### src/rtl/inst_fetch_unit.sv
// inst_fetch_unit: instruction fetch and issue stage.
//
// Holds the word-addressed PC, fetches 32-bit instructions over a req/ack
// handshake, splits them into i_code/ri/rk and sign-extended immediates, and
// presents them to the control unit under a valid/ready handshake. The
// control unit's pc_sel/ext_sel, sampled on the transfer cycle, form the
// next PC. An opcode above 6'b000101 halts the unit until reset.
//
// Ports:
//   clk, rst                 clock, synchronous active-high reset
//   run                      level-sensitive fetch enable
//   imem_req/addr/ack/rdata  instruction memory handshake
//   inst_valid/inst_ready    issue handshake
//   i_code, ri, rk           instruction[31:26], [25:21], [20:16]
//   imm16_ext, imm26_ext     sign-extended instruction[15:0] / [25:0]
//   pc_sel, ext_sel          redirect control from the control unit
//   pc                       current PC
//   halted, illegal          sticky illegal-opcode status
//   issue_cnt, redirect_cnt  only when IFU_PERF_CNT_EN is defined
//
// Optional feature: define IFU_PERF_CNT_EN to add the performance counters.
// ADDR_W is assumed to be at most 32.

module inst_fetch_unit #(
    parameter int unsigned        ADDR_W   = 10,
    parameter logic [ADDR_W-1:0]  RESET_PC = '0
) (
    input  logic              clk,
    input  logic              rst,
    input  logic              run,
    output logic              imem_req,
    output logic [ADDR_W-1:0] imem_addr,
    input  logic              imem_ack,
    input  logic [31:0]       imem_rdata,
    output logic              inst_valid,
    input  logic              inst_ready,
    output logic [5:0]        i_code,
    output logic [4:0]        ri,
    output logic [4:0]        rk,
    output logic [31:0]       imm16_ext,
    output logic [31:0]       imm26_ext,
    input  logic              pc_sel,
    input  logic              ext_sel,
`ifdef IFU_PERF_CNT_EN
    output logic [31:0]       issue_cnt,
    output logic [31:0]       redirect_cnt,
`endif
    output logic [ADDR_W-1:0] pc,
    output logic              halted,
    output logic              illegal
);

    typedef enum logic [1:0] {StIdle, StReq, StIssue, StHalt} state_e;

    localparam logic [5:0] MaxLegalOp = 6'b000101;

    state_e            state_q, state_d;
    logic [ADDR_W-1:0] pc_q, pc_d;
    logic [31:0]       ir_q, ir_d;
    logic              transfer;
    logic [31:0]       offset;

    // State register
    always_ff @(posedge clk) begin
        if (rst) begin
            state_q <= StIdle;
            pc_q    <= RESET_PC;
            ir_q    <= '0;
        end else begin
            state_q <= state_d;
            pc_q    <= pc_d;
            ir_q    <= ir_d;
        end
    end

    assign offset = ext_sel ? imm26_ext : imm16_ext;

    // Next-state logic
    always_comb begin
        state_d  = state_q;
        pc_d     = pc_q;
        ir_d     = ir_q;
        transfer = 1'b0;
        unique case (state_q)
            StIdle: begin
                if (run) state_d = StReq;
            end
            StReq: begin
                // Once requested, the fetch completes regardless of run.
                if (imem_ack) begin
                    ir_d    = imem_rdata;
                    state_d = (imem_rdata[31:26] > MaxLegalOp) ? StHalt : StIssue;
                end
            end
            StIssue: begin
                if (inst_ready) begin
                    transfer = 1'b1;
                    // Sum formed at 32 bits, truncated: wraps modulo 2^ADDR_W.
                    if (pc_sel) pc_d = ADDR_W'(32'(pc_q) + 32'd1 + offset);
                    else        pc_d = pc_q + ADDR_W'(1);
                    state_d = run ? StReq : StIdle;
                end
            end
            StHalt: begin
                state_d = StHalt;
            end
        endcase
    end

    // Outputs decoded from registered state only
    always_comb begin
        imem_req   = 1'b0;
        inst_valid = 1'b0;
        halted     = 1'b0;
        unique case (state_q)
            StIdle:  ;
            StReq:   imem_req   = 1'b1;
            StIssue: inst_valid = 1'b1;
            StHalt:  halted     = 1'b1;
        endcase
    end

    assign illegal   = halted;
    assign imem_addr = pc_q;
    assign pc        = pc_q;
    assign i_code    = ir_q[31:26];
    assign ri        = ir_q[25:21];
    assign rk        = ir_q[20:16];
    assign imm16_ext = {{16{ir_q[15]}}, ir_q[15:0]};
    assign imm26_ext = {{6{ir_q[25]}}, ir_q[25:0]};

`ifdef IFU_PERF_CNT_EN
    logic [31:0] issue_cnt_q, redirect_cnt_q;

    // Transfers never happen in StHalt, so the counters freeze there.
    always_ff @(posedge clk) begin
        if (rst) begin
            issue_cnt_q    <= '0;
            redirect_cnt_q <= '0;
        end else if (transfer) begin
            issue_cnt_q <= issue_cnt_q + 32'd1;
            if (pc_sel) redirect_cnt_q <= redirect_cnt_q + 32'd1;
        end
    end

    assign issue_cnt    = issue_cnt_q;
    assign redirect_cnt = redirect_cnt_q;
`else
    logic unused_transfer;
    assign unused_transfer = transfer;
`endif

endmodule

### config.mk
export PLATFORM = sky130hd
export DESIGN_NAME = inst_fetch_unit
export DESIGN_NICKNAME = d
export VERILOG_FILES = /design/src/rtl/inst_fetch_unit.sv
export SDC_FILE = /design/constraint.sdc
export NUM_CORES = 1
export LEC_CHECK = 0
export CELL_PAD_IN_SITES_DETAIL_PLACEMENT = 0
export CELL_PAD_IN_SITES_GLOBAL_PLACEMENT = 1
export CORE_UTILIZATION = 27
export DETAILED_ROUTE_END_ITERATION = 7
export PLACE_DENSITY = 0.92
export SLEW_MARGIN = 20
export SYNTH_ARGS = -nofsm -noshare
export SYNTH_HDL_FRONTEND = slang
export SYNTH_SLANG_ARGS = --single-unit
export TNS_END_PERCENT = 5
### constraint.sdc
create_clock -name clk -period 2.7 [get_ports clk]
set_clock_uncertainty 0.1 [all_clocks]
set_input_delay 0.27 -clock clk [delete_from_list [all_inputs] [get_ports clk]]
set_output_delay 0.27 -clock clk [all_outputs]
set_load 0.05 [all_outputs]
# After elaboration in Yosys (flattened, before gate mapping)
# Cells that the tools add are included.
dict set report classes {
  n_addsub 3
  multipliers 0
  div_mod_pow 0
  order_cmp 1
  n_eq_ne 6
  shifts 0
  n_mux 10
  bitwise 0
  reduce_logical 4
}
# cell count
set ops {}
lappend ops {{$add 10x1->10 const B} 2}
lappend ops {{$add 10x10->10} 1}
lappend ops {{$mux 10} 1}
lappend ops {{$pmux 2 s4} 1}
lappend ops {{$gt 6x3->1 const B} 1}
lappend ops {{$mux 2} 3}
lappend ops {{$ne 2x2->1 const B} 3}
lappend ops {{$mux 1} 5}
lappend ops {{$eq 2x2->1 const B} 2}
lappend ops {{$reduce_and 2->1} 2}
lappend ops {{$reduce_and 3->1} 1}
lappend ops {{$eq 2x1->1 const B} 1}
lappend ops {{$logic_not 2->1} 1}
dict set report totals {
  register_bits 44
  latch_bits 0
  ramBits 0
  romBits 0
  input_bits 39
  output_inout_bits 104
  elab_cells 27
  memories 0
}

# Longest topological paths before layout
# Gate-level depths: netlist (run 1).
dict set report depth {
  word_depth 4
  mapped_depth 10
}

# Worst setup path after synthesis (run 1)
# Ideal clock, no wire load.
dict set report synth_path {
  path_type {register to register}
  from {register pc_q[6], in the netlist imem_addr[6]}
  to {register pc_q[9], in the netlist imem_addr[9]}
  setup_time_ps 121
  arrival_time_ps 2342
  required_ps 2479
  path_slack_ps 137
  path_stages_with_launch 8
  path_buffers 0
  period_less_slack_ps 2563
  path_cell_list {dfxtp_1 ha_1 a21o_1 a211o_1 or4b_1 o31ai_1 nor4_1 mux2_2}
}
dict set report synth_between {
  elab_chain_cells 3
  elab_cells_between_ends 4
  classes_between {add/sub: 3; mux: 1}
}
# item line_no
set synth_rtl {}
lappend synth_rtl {{start, declared} 58} ;# logic [ADDR_W-1:0] pc_q, pc_d;
lappend synth_rtl {{start signal, assigned} 71} ;# pc_q <= pc_d;
lappend synth_rtl {{$add 10x1->10} {99, 100}}
lappend synth_rtl {{$add 10x10->10} 99} ;# if (pc_sel) pc_d = ADDR_W'(32'(pc_q) + 32'd1 + offset);
lappend synth_rtl {{$mux 10 (*)} 99}
# Every way passes the cells marked *; elsewhere a longest branch is shown, timed or not.
# A chain may end at the register's enable or synchronous reset.

# Worst setup path after layout (run 1)
# Same ends and word-level chain as after synthesis.

==> qor.txt, run 1 <==
Worst Setup End Kind: register
Sequential area share after synthesis: 33.7%
Routed Antenna Nets: 0
Crit path arrival time: 2.47 ns
All-Layer GR Usage: 13.8%
VDD IR max: 220 uV
Post-DR vias/cell: 4.50
Maximum clock insertion buffer count: 2
Clk pin slew, worst setup/hold paths: 0.09 ns
CP max FO: 6
Drt first pass iters: 4
Pwr per Cell Area: 456 mW/mm2
Post-synth EDFFs: 0
Fmax achieved: 422 MHz
Pins Over Slew Limit: 0
FF+latch count, synth: 44
Total Nets Final: 472
Dominant synthesized flop cell: dfxtp_1
Num Clock Sinks: 44
Max_slew headroom: 56.8%
Post-CTS Resized: 0
GR Layer Usage met3: 2.50%
Ys async rst share: 0%
Switching share of total power: 31.5%
DPL Wire Length: 5330 um
Maxcap violations: 0
Yosys warns: 0
Crit-path max cell delay: 0.43 ns
Comb pwr share: 26.8%
Post-synthesis cell count: 340
CP startpoint kind: register
Most common cell after layout, fill and taps aside: clkdlybuf4s50_1
Post-CTS Setup Inserts: 0
CP required: 2.79 ns
FP Rows: 35
WP buf/inv: 0
DRC: 0
Pre-CTS setup slack: 0.335 ns
Iter 0 DRT Violations: 100
Core Area: 0.00933 mm2
Most frequent cells in the layout: clkdlybuf4s50_1 (140), nand2_1 (76), a21oi_1 (44), dfxtp_1 (44), nor2_1 (12)
Die Span X: 100 um
Area post-placement: 0.00375 mm2
Hold buffers post-CTS: 0
Setup TNS: 0 ns
Share of layout cells above drive strength 1: 4.98%
Min-delay worst type: register to register
Largest net degree at the start of global routing: 33
Synth unique cells: 41
Fin crit period: 2.37 ns
Post-synthesis net count: 390
Area delta synth->final: 48.1%
I/O pin cnt: 143
RSZ-0062 raised after global routing: no
WL per Instance: 12.9 um
Flop pwr share: 39.5%
Final hold vios: 0
Power, Total: 1.77 mW
GRT met2 Usage: 25.1%
Routed wire length: 7090 um
Crit path cell chain: ha_1, a21o_1, a211o_1, or4b_1, o31ai_1, nor4_1, mux2_2
Crit path max-delay family: compound AO/OA/AOI/OAI gates
Met1 Use GR: 16.5%
Initial core utilization: 28.1%
P_sw: 0.558 mW
Critical path class: register to register
Worst slew pin tran: 0.647 ns
Status: complete, no violations
Worst-Skew Late Latency: 0.29 ns
Number of global-route vias before repair: 2342
First-pass GRT wire length: 11100 um
Clock power frac: 33.7%
DR vias: 2482
Placer congestion estimate: 0.829
H-tree depth: 2
Int Power: 1.21 mW
Antenna violations before repair: 0
CTS tree: done
Diode count: 0
Hold slack: 0.356 ns
Die Area: 0.0101 mm2
Final setup vio count: 0
Clk root buf: clkbuf_8
Post-route cell area: 0.00388 mm2
Slowest-stage cell, CP: dfxtp_1
Crit share post-route: 87.8%
Final WS setup: 0.329 ns
Overflow after GRT: 0
Number of port buffers: 141
Die Y: 100 um
GRT busiest layer: met2
Pleak: 1.42 nW
Syn_area_per_cell: 7.70 um2
Synthesized area: 0.00262 mm2
CTS Buf Count: 5
-- area by class of cell --
cell class	count	area (um2)
clock buffer	5	68.8
clock inverter	2	60.1
multi-input combinational	218	1220
sequential	44	881
tap	129	161
inverter	4	15.0
timing repair buffer	149	1470
fill	937	5450
-- layer usage --
metal	part of all wire [%]	vias to the layer above	routed length [um]
met2	52	76	3660
met4	0.56	0	40
li1	-	1256	-
met3	4.3	2	308
met5	0	-	0
met1	43	1148	3080
-- through the flow --
step | util [%] | cells
6_report | 41.6 | 551
3_3_place_gp | 40.2 | 544
3_5_place_dp | 40.2 | 544
2_1_floorplan | - | 340
4_1_cts | 41.6 | 551
5_1_grt | 41.6 | 551
-- worst paths after layout --
check                      end         start  depth (start not counted)  slack [ns]
hold / removal        ir_q[30]      ir_q[30]                          2        0.36
setup reg to reg  imem_addr[9]  imem_addr[6]                          7        0.33
hold reg to reg       ir_q[30]      ir_q[30]                          2        0.36
setup / recovery  imem_addr[9]  imem_addr[6]                          7        0.33
-- cells by family (layout without fill, tap and decap cells) --
family          Yosys count  in the layout  synth area share, %
simple gates            120            120                 20.3
fa+ha+maj                11             11                 5.54
compound gates           77             77                 17.3
buf+inv                  78            160                 19.6
xor+xnor                  6              6                 2.01
flops                    44             44                 33.7
mux                       4              4                 1.58
-- worst register-to-register path: stages (launching register included) --
cell	delay (ns)
dfxtp_1	0.43
ha_1	0.32
a21o_1	0.20
a211o_1	0.30
or4b_1	0.17
o31ai_1	0.06
nor4_1	0.32
mux2_2	0.37
-- flip-flops by register name, indices dropped and copies added, names as in the netlist --
signal / cells
imem_addr: 10
ir_q: 32
state_q: 2
-- synth_stat cells (2+ instances only) --
cell type / number / area [um2]
nand3_1: 3 / 15.0
a211oi_1: 5 / 37.5
a21o_1: 3 / 22.5
buf_4: 59 / 443
clkbuf_1: 13 / 48.8
a21oi_1: 44 / 220
nand2_1: 76 / 285
dfxtp_1: 44 / 881
buf_1: 2 / 7.51
nand2b_1: 2 / 12.5
o21a_1: 4 / 30.0
inv_1: 4 / 15.0
and2_1: 3 / 18.8
a31oi_1: 3 / 18.8
o22ai_1: 3 / 18.8
nor3_1: 4 / 20.0
nor2_1: 13 / 48.8
nor4_1: 3 / 18.8
mux2i_1: 3 / 30.0
ha_1: 10 / 125
or2_2: 2 / 12.5
o21ai_0: 7 / 35.0
nor2b_1: 7 / 43.8
xnor2_1: 2 / 17.5
nor3b_1: 2 / 15.0
xor2_1: 4 / 35.0
-- power by group through the flow --
stage / sequential [mW] / combinational (mW) / clock, mW
2_1_floorplan: 0.787 / 0.255 / 0
3_3_place_gp: 0.714 / 0.471 / 0
3_5_place_dp: 0.716 / 0.475 / 0
4_1_cts: 0.701 / 0.477 / 0.614
5_1_grt: 0.705 / 0.499 / 0.637
6_report: 0.700 / 0.474 / 0.596
Power figures use the tool's default switching activity.
==> run 2, diff against run 1 <==
--- a/config.mk
+++ b/config.mk
@@ -8,6 +8,7 @@
 export CELL_PAD_IN_SITES_DETAIL_PLACEMENT = 0
 export CELL_PAD_IN_SITES_GLOBAL_PLACEMENT = 1
 export CORE_UTILIZATION = 27
+export CTS_BUF_LIST = sky130_fd_sc_hd__clkbuf_16
 export DETAILED_ROUTE_END_ITERATION = 7
 export PLACE_DENSITY = 0.92
 export SLEW_MARGIN = 20
==> run 2 against run 1 <==
  * Final cell count is the same
  * Critical path depth is the same
  * Sequential share of layout area shrank 0.33 points
  * Fmax shrank 0.73%
  * Sequential cell count is the same
  * Combinational power is essentially flat
  * Critical endpoint unchanged
  * Largest cell class unchanged
==> qor.txt, run 2 (same netlist as run 1, synthesis figures left out) <==
Status: complete, no violations
Largest net degree at the start of global routing: 33 (unchanged)
Die Span X: 100 um (unchanged)
Pleak: 1.45 nW (+1.8%)
Power, Total: 1.95 mW (+10%)
Number of port buffers: 141 (unchanged)
Post-CTS Resized: 0 (unchanged)
DPL Wire Length: 5330 um (unchanged)
Fin crit period: 2.39 ns (+0.0174 ns)
Max reg flops: 32 (unchanged)
Most frequent cells in the layout: clkdlybuf4s50_1 (140), nand2_1 (76), a21oi_1 (44), dfxtp_1 (44), nor2_1 (12)
DR vias: 2497 (+0.60%)
Total Nets Final: 472 (unchanged)
Core Area: 0.00933 mm2 (unchanged)
Fmax achieved: 419 MHz (-0.73%)
CP max FO: 6 (unchanged)
Largest register by flop count: ir_q
Drt first pass iters: 4 (unchanged)
Most common cell after layout, fill and taps aside: clkdlybuf4s50_1
CP required: 2.77 ns (-0.02 ns)
Crit share post-route: 88.5% (+0.64 points)
Clk root buf: clkbuf_16
Routed Antenna Nets: 0 (unchanged)
Post-DR vias/cell: 4.53 (+0.60%)
All-Layer GR Usage: 13.9% (+0.089 points)
Worst Setup End Kind: register
WP buf/inv: 0 (unchanged)
Hold path startpoint: ir_q[30]
Initial core utilization: 28.1% (unchanged)
Overflow after GRT: 0 (unchanged)
Area delta synth->final: 50.3%
Crit path cell chain: ha_1, a21o_1, a211o_1, or4b_1, o31ai_1, nor4_1, mux2_2
FP Rows: 35 (unchanged)
Crit-path max cell delay: 0.38 ns (-0.05 ns)
Diode count: 0 (unchanged)
CTS Buf Count: 5 (unchanged)
Final hold vios: 0 (unchanged)
Routed wire length: 7160 um (+1.0%)
FF-to-FF Start: imem_addr[6]
Number of global-route vias before repair: 2357 (+0.64%)
Worst slew pin tran: 0.651 ns (+0.00389 ns)
Placer congestion estimate: 0.829 (unchanged)
CTS tree: done
Maxcap violations: 0 (unchanged)
Final setup vio count: 0 (unchanged)
Die Y: 100 um (unchanged)
Final WS setup: 0.311 ns (-0.0174 ns)
WL per Instance: 13.0 um (+1.0%)
Post-CTS Setup Inserts: 0 (unchanged)
Pwr per Cell Area: 496 mW/mm2 (+8.7%)
Share of layout cells above drive strength 1: 4.98% (unchanged)
Antenna violations before repair: 0 (unchanged)
Crit path arrival time: 2.46 ns (about the same)
Setup TNS: 0 ns (unchanged)
CP Launch Point: imem_addr[6]
Post-route cell area: 0.00393 mm2 (+1.5%)
DRC: 0 (unchanged)
Hold buffers post-CTS: 0 (unchanged)
Clk pin slew, worst setup/hold paths: 0.06 ns (-0.03 ns)
RSZ-0062 raised after global routing: no
Iter 0 DRT Violations: 110 (+10%)
First-pass GRT wire length: 11200 um (+0.99%)
Max_slew headroom: 56.6% (-0.26 points)
I/O pin cnt: 143 (unchanged)
FILL cells: 932 (-0.53%)
Num Clock Sinks: 44 (unchanged)
Pins Over Slew Limit: 0 (unchanged)
H-tree depth: 2 (unchanged)
Die Area: 0.0101 mm2 (unchanged)
VDD IR max: 234 uV (+6.4%)
CP startpoint kind: register
Crit path max-delay family: compound AO/OA/AOI/OAI gates
Critical path class: register to register
Min-delay worst type: register to register
Pre-CTS setup slack: 0.335 ns (unchanged)
Area post-placement: 0.00375 mm2 (unchanged)
Dpl cells: 544 (unchanged)
Slowest-stage cell, CP: ha_1
Non-Filler Instances: 551 (unchanged)
Worst-Skew Late Latency: 0.28 ns (about the same)
Maximum clock insertion buffer count: 2 (unchanged)
==> run 2: cell type report <==
| cell class | instances | area [um2] | area share (%) |
|---|---|---|---|
| Timing Repair Buffer | 149 | 1470 | 37.3 |
| Multi-Input combinational cell | 218 | 1220 | 31.1 |
| Inverter | 4 | 15.0 | 0.382 |
| Sequential cell | 44 | 881 | 22.4 |
| Clock buffer | 5 | 125 | 3.18 |
| Clock inverter | 2 | 60.1 | 1.53 |
| Tap cell | 129 | 161 | 4.10 |
==> run 2: where the power goes <==
part / leakage [nW] / total (mW) / switching, mW / internal [mW]
Sequential: 0.357 / 0.701 / 0.0269 / 0.674
Combinational: 1.00 / 0.474 / 0.300 / 0.174
Clock: 0.0899 / 0.777 / 0.252 / 0.525
Total: 1.45 / 1.95 / 0.578 / 1.37
==> run 2: routing by layer <==
metal	global-route usage (%)	part of all wire, %	vias to the layer above
met2	25.3	51	87
met5	0	0	-
met1	16.7	43	1143
met3	2.50	5.0	7
li1	-	-	1260
met4	3.90	1.0	0
==> run 2: through the flow <==
| stage | hold WS [ns] | utilization, % |
|---|---|---|
| detailed placement | 0.346 | 40.2 |
| global placement | 0.342 | 40.2 |
| floorplan | 0.306 | - |
| CTS | 0.355 | 42.2 |
| finish | 0.352 | 42.2 |
| global route | 0.373 | 42.2 |
==> run 2: path summary, 6_finish.rpt <==
kind                                     end  cells past startpoint  slack, ns
worst max-delay path            imem_addr[9]                      7       0.31
worst min-delay path                ir_q[30]                      2       0.35
worst max register to register  imem_addr[9]                      7       0.31
worst min register to register      ir_q[30]                      2       0.35
==> run 2: tightest hold or removal path: cells and delay by family (launching register included) <==
family	cells	cell delay, ns
AND/OR/NAND/NOR	1	0.05
flip-flops	1	0.31
AO/OA/AOI/OAI	1	0.05
==> run 3, diff against run 2 <==
--- a/config.mk
+++ b/config.mk
@@ -11,6 +11,7 @@
 export CTS_BUF_LIST = sky130_fd_sc_hd__clkbuf_16
 export DETAILED_ROUTE_END_ITERATION = 7
 export PLACE_DENSITY = 0.92
+export SKIP_CTS_REPAIR_TIMING = 1
 export SLEW_MARGIN = 20
 export SYNTH_ARGS = -nofsm -noshare
 export SYNTH_HDL_FRONTEND = slang
==> results of run 3 <==
The final DEF is identical to that of run 2; final timing and power are the same.
